==> config.mk <==
export PLATFORM = sky130hd
export DESIGN_NAME = ins_fetch_queue
export DESIGN_NICKNAME = d
export VERILOG_FILES = /design/src/rtl/ins_fetch_queue.sv
export SDC_FILE = /design/constraint.sdc
export NUM_CORES = 1
export LEC_CHECK = 0
export ABC_AREA = 1
export BUFFER_PORTS_ARGS = -buffer_cell sky130_fd_sc_hd__buf_2
export CORE_MARGIN = 5
export CORE_UTILIZATION = 55
export CTS_BUF_LIST = sky130_fd_sc_hd__clkbuf_4 sky130_fd_sc_hd__clkbuf_8 sky130_fd_sc_hd__clkbuf_16
export CTS_CLUSTER_SIZE = 25
export DETAILED_ROUTE_END_ITERATION = 7
export MAX_ROUTING_LAYER = met4
export PLACE_DENSITY = 0.74
export SLEW_MARGIN = 30
export SYNTH_ARGS = -nofsm -noshare
export SYNTH_HDL_FRONTEND = slang
export SYNTH_SLANG_ARGS = --single-unit
export TNS_END_PERCENT = 10
==> constraint.sdc <==
create_clock -name clk -period 12.05 [get_ports clk]
set_clock_uncertainty 0.15 [all_clocks]
set_input_delay 1.8075 -clock clk [delete_from_list [all_inputs] [get_ports clk]]
set_output_delay 1.8075 -clock clk [all_outputs]
set_load 0.02 [all_outputs]
==> src/rtl/ins_fetch_queue.sv <==
// Instruction fetcher: owns the fetch PC, keeps one request outstanding to the
// instruction cache and buffers returned {instruction, PC} pairs in a circular FIFO.
module ins_fetch_queue #(
    parameter int unsigned           ADDR_WIDTH = 17,
    parameter int unsigned           INS_WIDTH  = 32,
    parameter int unsigned           DEPTH_LOG  = 3,
    parameter logic [ADDR_WIDTH-1:0] RESET_PC   = '0
) (
    input  logic                  clk,
    input  logic                  rst,
    input  logic                  en,
    input  logic                  flush,
    input  logic [ADDR_WIDTH-1:0] flush_pc,
    output logic                  ic_req,
    output logic [ADDR_WIDTH-1:0] ic_addr,
    input  logic                  ic_valid,
    input  logic [INS_WIDTH-1:0]  ic_ins,
    output logic                  out_valid,
    output logic [INS_WIDTH-1:0]  out_ins,
    output logic [ADDR_WIDTH-1:0] out_pc,
    input  logic                  out_ready,
    output logic [DEPTH_LOG:0]    count,
    output logic                  busy
);

    localparam int unsigned        DEPTH     = 1 << DEPTH_LOG;
    localparam logic [DEPTH_LOG:0] DEPTH_CNT = {1'b1, {DEPTH_LOG{1'b0}}};

    typedef enum logic [1:0] {StIdle, StWait, StDiscard} state_t;

    state_t                state_q;
    logic [ADDR_WIDTH-1:0] pc_q;
    logic [DEPTH_LOG-1:0]  head_q;
    logic [DEPTH_LOG-1:0]  tail_q;
    logic [DEPTH_LOG:0]    count_q;
    logic [INS_WIDTH-1:0]  mem_ins [DEPTH];
    logic [ADDR_WIDTH-1:0] mem_pc  [DEPTH];
    logic                  push;
    logic                  pop;

    // A response is only kept when it answers a live (unflushed) request.
    assign push = (state_q == StWait) && ic_valid && !flush;
    assign pop  = out_valid && out_ready && en && !flush;

    assign out_valid = (count_q != '0);
    assign out_ins   = mem_ins[head_q];
    assign out_pc    = mem_pc[head_q];
    assign count     = count_q;
    assign busy      = (state_q != StIdle);

    always_ff @(posedge clk or posedge rst) begin
        if (rst) begin
            state_q <= StIdle;
            pc_q    <= RESET_PC;
            ic_req  <= 1'b0;
            ic_addr <= '0;
        end else begin
            if (flush) begin
                pc_q <= flush_pc;
            end else if (push) begin
                pc_q <= pc_q + ADDR_WIDTH'(4);
            end
            case (state_q)
                StIdle: begin
                    if (en && !flush && (count_q < DEPTH_CNT)) begin
                        ic_req  <= 1'b1;
                        ic_addr <= pc_q;
                        state_q <= StWait;
                    end
                end
                StWait: begin
                    if (ic_valid) begin
                        ic_req  <= 1'b0;
                        state_q <= StIdle;
                    end else if (flush) begin
                        // Request stays on the bus; its answer must be swallowed.
                        state_q <= StDiscard;
                    end
                end
                StDiscard: begin
                    if (ic_valid) begin
                        ic_req  <= 1'b0;
                        state_q <= StIdle;
                    end
                end
                default: begin
                    ic_req  <= 1'b0;
                    state_q <= StIdle;
                end
            endcase
        end
    end

    always_ff @(posedge clk or posedge rst) begin
        if (rst) begin
            head_q  <= '0;
            tail_q  <= '0;
            count_q <= '0;
        end else if (flush) begin
            head_q  <= '0;
            tail_q  <= '0;
            count_q <= '0;
        end else begin
            if (push) begin
                tail_q <= tail_q + DEPTH_LOG'(1);
            end
            if (pop) begin
                head_q <= head_q + DEPTH_LOG'(1);
            end
            if (push && !pop) begin
                count_q <= count_q + (DEPTH_LOG + 1)'(1);
            end else if (pop && !push) begin
                count_q <= count_q - (DEPTH_LOG + 1)'(1);
            end
        end
    end

    always_ff @(posedge clk) begin
        if (push) begin
            mem_ins[tail_q] <= ic_ins;
            mem_pc[tail_q]  <= ic_addr;
        end
    end

endmodule

# Yosys cells after proc, flatten, opt, wreduce, memory -nomap -nowiden
# Memory sizes are Yosys's and may differ from the RTL's.
# Cells that the tools add are included.
# W data, S select, Z words.
[classes] addsub=5 multipliers=0 div_mod_pow=0 magnitude_cmp=1 eq_ne=6 shifts=0 muxes=19 bitwise_logic=0 reduce_logical=22
[ops] cell="$mux W17" n=2
[ops] cell="$add A17 B3 Y17 const B" n=1
[ops] cell="$mux W3" n=4
[ops] cell="$mux W4" n=3
[ops] cell="$logic_and A1 B1 Y1" n=9
[ops] cell="$mux W2" n=4
[ops] cell="$add A3 B1 Y3 const B" n=2
[ops] cell="$pmux W2 S3" n=1
[ops] cell="$reduce_bool A2 Y1" n=3
[ops] cell="$add A4 B1 Y4 const B" n=1
[ops] cell="$lt A4 B4 Y1 const B" n=1
[ops] cell="$mux W1" n=4
[ops] cell="$ne A2 B2 Y1 const B" n=2
[ops] cell="$reduce_and A2 Y1" n=2
[ops] cell="$reduce_bool A4 Y1" n=1
[ops] cell="$sub A4 B1 Y4 const B" n=1
[ops] cell="$logic_not A1 Y1" n=3
[ops] cell="$ne A3 B3 Y1 const B" n=1
[ops] cell="$reduce_and A3 Y1" n=1
[ops] cell="$reduce_bool A3 Y1" n=1
[ops] cell="$eq A2 B1 Y1 const B" n=1
[ops] cell="$eq A2 B2 Y1 const B" n=1
[ops] cell="$logic_not A2 Y1" n=1
[ops] cell="$ne A2 B1 Y1 const B" n=1
[ops] cell="2 further kinds" n=2
[totals] regBits=47 latch_bits=0 ram_bits=392 mem_bits_ro=0 out_inout_bits=73 elab_cells=62 mem_count=2
[mem_list] memory="mem_ins" depth=8 word_bits=32 rd=1 rd_clocked_by_memory_dff=0 write_ports=1 line_no="36" source="logic [INS_WIDTH-1:0] mem_ins [DEPTH];"
[mem_list] memory="mem_pc" depth=8 word_bits=17 rd=1 rd_clocked_by_memory_dff=0 write_ports=1 line_no="37" source="logic [ADDR_WIDTH-1:0] mem_pc [DEPTH];"

# Longest topological paths before layout
[depth] depth_word=8 ltp_mapped=13 depth_no_buf=13

# Least setup slack after synthesis
# OpenSTA, ideal clock, no wires.
[synth_path] path_type="input to register" from="input ic_valid" to="memory mem_ins[2][0] (enable)" setup_time_ns=0.516 arrival_ns=5.620 setup_slack_ns=5.764 cell_stages=4 path_buffers=0 path_cell_list="nand2_1 > nor2_4 > nand2_1 > nor3_1"
[synth_via] elab_chain_cells=4
[synth_lines] element="start: declaration" line_no="16" source="input logic ic_valid,"
[synth_lines] element="$logic_and A1 B1 Y1 (2 in a row)" line_no="42" source="assign push = (state_q == StWait) && ic_valid && !flush;"
[synth_lines] element="$mux W1" line_no="119" source="if (push) begin"
[synth_lines] element="$mux W1 (implied by the code)" line_no="120" source="mem_ins[tail_q] <= ic_ins;"
[synth_lines] element="end: declaration" line_no="36"
# Every way passes these cells.

# Worst setup path after layout
[layout_path] from="register head_q[0]" to="output out_ins[31]"
[layout_via] elab_chain_cells=1
[layout_lines] element="start: declaration" line_no="33" source="logic [DEPTH_LOG-1:0] head_q;"
[layout_lines] element="start signal: assignment" line_no="108" source="head_q <= head_q + DEPTH_LOG'(1);"
[layout_lines] element="$mem_v2 Z8 W32"
[layout_lines] element="end: declaration" line_no="19" source="output logic [INS_WIDTH-1:0] out_ins,"
# Every way passes these cells.

==> results summary <==
The run finished with clean final reports. The final core utilization came out at 63.2%. The hold buffer count at CTS came out at 0. The part of the cycle the worst path needs came out at 47.0%. The number of setup violations in the final report came out at 0.

The floorplan has 65 rows. The static leakage came out at 0.00713 uW. The sequential cell area fraction in the yosys report is 73.5%. The number of warnings printed during yosys synthesis is 0. Walking the worst path, the cells encountered are buf_4 -> buf_4 -> o21ai_0 -> o22ai_1 -> nand2_1 -> nand2_1 -> buf_2. The root cell of the clock tree is clkbuf_16. The overall die height came out at 189 um.

On the worst path, the slowest cell contributes a delay of 790 ps. The CTS tree is yes. After layout, the minimum clock period comes to 5660 ps.

The combinational share of power came out at 16.4%. Based on the critical path, the design can be clocked at up to 177 MHz. The gate count of the mapped netlist came out at 1318. The global routing's busiest layer is met2. The clock sink count came out at 439. In this run the worst hold path is classified as reg2reg. The via count of the first global-routing pass came out at 10.8k.

The detailed placement HPWL came out at 19500 um. The transition time at the pin with the least slew margin came out at 963 ps. The global routing usage on met3 came out at 3.67%. The count of distinct cell types in the synthesized netlist is 33. Relative to the synthesized area, the layout overhead comes to 13.4%. The length of the first detailed-routing pass in iterations is 5.

In the layout the commonest cells are 392 x edfxtp_1, 248 x nand2_1, 129 x o21ai_0. The maximum number of pins on one net before global-route repair is 78. The biggest fanout along the worst timing path came out at 64. IR analysis of the VDD net gives a maximum drop of 156 uV.

The sequential power share is 49.5%. Data arrives at the worst endpoint at 3710 ps. The clock group share of total power is 34.1%. The routed layout has 10.8k vias. The maximum number of buffers from clock root to sink came out at 3. The cell area after technology mapping is 17600 um^2. The final routed wire length divided by cell count came out at 20.0 um.

The tool flagged a number of max-cap violations equal to 0. The count of port buffers added during placement is 127. The area of the die is 35700 um^2. For this design the total switching power over the nets is 1080 uW. At the worst endpoint, the required time is 10090 ps. The area of the core region is 31600 um^2. The cell area power density came out at 194 nW/um^2. The worst relative slew slack is 35.8%.

The worst setup path is captured at an output port. The synthesized area per cell came out at 13.4 um^2. The global routing usage on met2 came out at 33.8%. From left edge to right edge, the die measures 189 um. The fraction of layout cells with a size suffix above 1 came out at 16.2%. The fraction of met1 tracks used by global routing is 29.1%. The post-detailed-route DRC marker count is 0.

Setup repair after global routing left no endpoint under its margin. The CTS clock-pin slew for the worst setup and hold paths is 60 ps. The number of H-tree levels is 2. The final total negative setup slack came out at 0 ps.

The count of nets left with antenna violations once routing finished came out at 0. Counting every net in the synthesized netlist gives 1382. The starting density of the core came out at 55.7%.

The switching share of power is 27.9%. The number of gates resized after cts is 0. The final hold violation count is 0. Dividing the detail-routed via count by the number of cells gives 5.76. The routed wire length came out at 37400 um. In this run, the number of DRC markers left after iteration 0 of detailed routing was 999. The number of antenna violations at the first check in global routing is 2. Clock tree synthesis inserted a total of 43 buffers. The total setup buffers inserted after CTS came out at 0. At the end of the flow, the number of nets in the layout was 1497. Routability-driven placement finished with a final weighted congestion of 0.812.

The critical path is of the reg2out type. The first global-routing pass estimated 58600 um of wire. The number of max-slew violations in the final report came out at 0. The total overflow reported by the global router came out at 0. The final hold slack is 346 ps. STA classifies the critical path startpoint as a flip-flop. Synthesis inferred 439 register bits.

For this design, the slowest cell found on the critical path is buf_4. The total routing resource utilization after global routing came out at 21.2%. The latest clock arrival within the worst-skew pair came out at 530 ps. The cell-internal power came out at 2790 uW. The library cell used most frequently in the layout, excluding fill and tap cells, is edfxtp_1. The number of primary I/O pins is 128.
layer usage:
| layer | vias up | wire (um) |
|---|---|---|
| li1 | 5044 | - |
| met1 | 5317 | 16000 |
| met2 | 378 | 18200 |
| met3 | 47 | 2700 |
| met4 | 0 | 551 |
| met5 | - | 0 |
metrics by stage:
stage	cells	instance area [um^2]	total power, uW	setup WS [ps]
floorplan	1318	17600	2360	5760
global placement	1789	18500	2560	6660
detailed placement	1789	18500	2580	6580
CTS	1868	20000	3890	5930
global route	1871	20000	4050	6260
finish	1871	20000	3880	6390
registers in the layout, summed over array words and instances (netlist names):
name	count
ic_addr	17
mem_ins	256
mem_pc	136
pc_q	17
state_q	2
tail_q	3
head_q	3
ic_req	1
count	4
worst paths after layout:
kind / start / end / slack [ps] / depth (start not counted)
max in group asynchronous: rst / head_q[1] / 10100 / 2
max: head_q[0] / out_ins[31] / 6390 / 7
min reg2reg: ic_req / ic_req / 350 / 2
max reg2reg: state_q[1] / mem_ins[3][3] / 8900 / 7
min in group asynchronous: rst / pc_q[11] / 1190 / 2
min: ic_req / ic_req / 350 / 2
cell usage after synthesis, drive strengths merged:
| library cell | instances | share of area [%] |
|---|---|---|
| edfxtp | 392 | 67 |
| fa | 1 | 0.11 |
| inv | 40 | 0.85 |
| nand4 | 5 | 0.18 |
| o21ai | 131 | 3.7 |
| xnor2 | 1 | 0.050 |
| a31oi | 2 | 0.071 |
| nand3 | 24 | 0.68 |
| ha | 8 | 0.57 |
| o221ai | 1 | 0.050 |
| nor3 | 4 | 0.11 |
| mux2 | 3 | 0.19 |
| buf | 36 | 1.4 |
| xor2 | 3 | 0.15 |
| nand2 | 249 | 5.3 |
| o211ai | 4 | 0.17 |
| clkbuf | 37 | 0.85 |
| dfrtp | 47 | 6.7 |
| o22ai | 98 | 3.5 |
| a21oi | 7 | 0.20 |
| nor2 | 126 | 2.7 |
| mux2i | 98 | 5.6 |
| clkinv | 1 | 0.021 |
worst max-delay path, delay by kind of cell (launching register included):
kind                   cells  cell delay [ps]
AOI/OAI and AO/OA          2              480
and+or+nand+nor            2              260
buffers and inverters      3             1660
DFF                        1              690
final cells by class:
type	count	area, um^2
Sequential cell	439	13000
Fill cell	2305	11600
Multi-Input combinational cell	765	4180
Clock buffer	60	1270
Timing Repair Buffer	143	768
Tap cell	402	503
Inverter	41	158
Clock inverter	19	146
Antenna cell	2	5.00
kinds of logic (layout without fill, tap and decap cells):
family	after synthesis	count (layout)	share of synthesized area, %
adders and majority gates	9	9	0.682
muxes	101	101	5.76
AOI/OAI and AO/OA	243	243	7.69
buffers and inverters	114	263	3.16
and+or+nand+nor	408	408	9.05
other	0	2	0
xor gates and xnor gates	4	4	0.199
DFF	439	439	73.5
power groups by stage:
stage,logic (uW),clock network [uW],registers (uW)
2_1_floorplan,427,0,1940
3_3_place_gp,606,0,1960
3_5_place_dp,619,0,1960
4_1_cts,624,1340,1930
5_1_grt,702,1420,1930
6_report,637,1320,1920
Note: power is estimated with default switching activity, not from simulation.
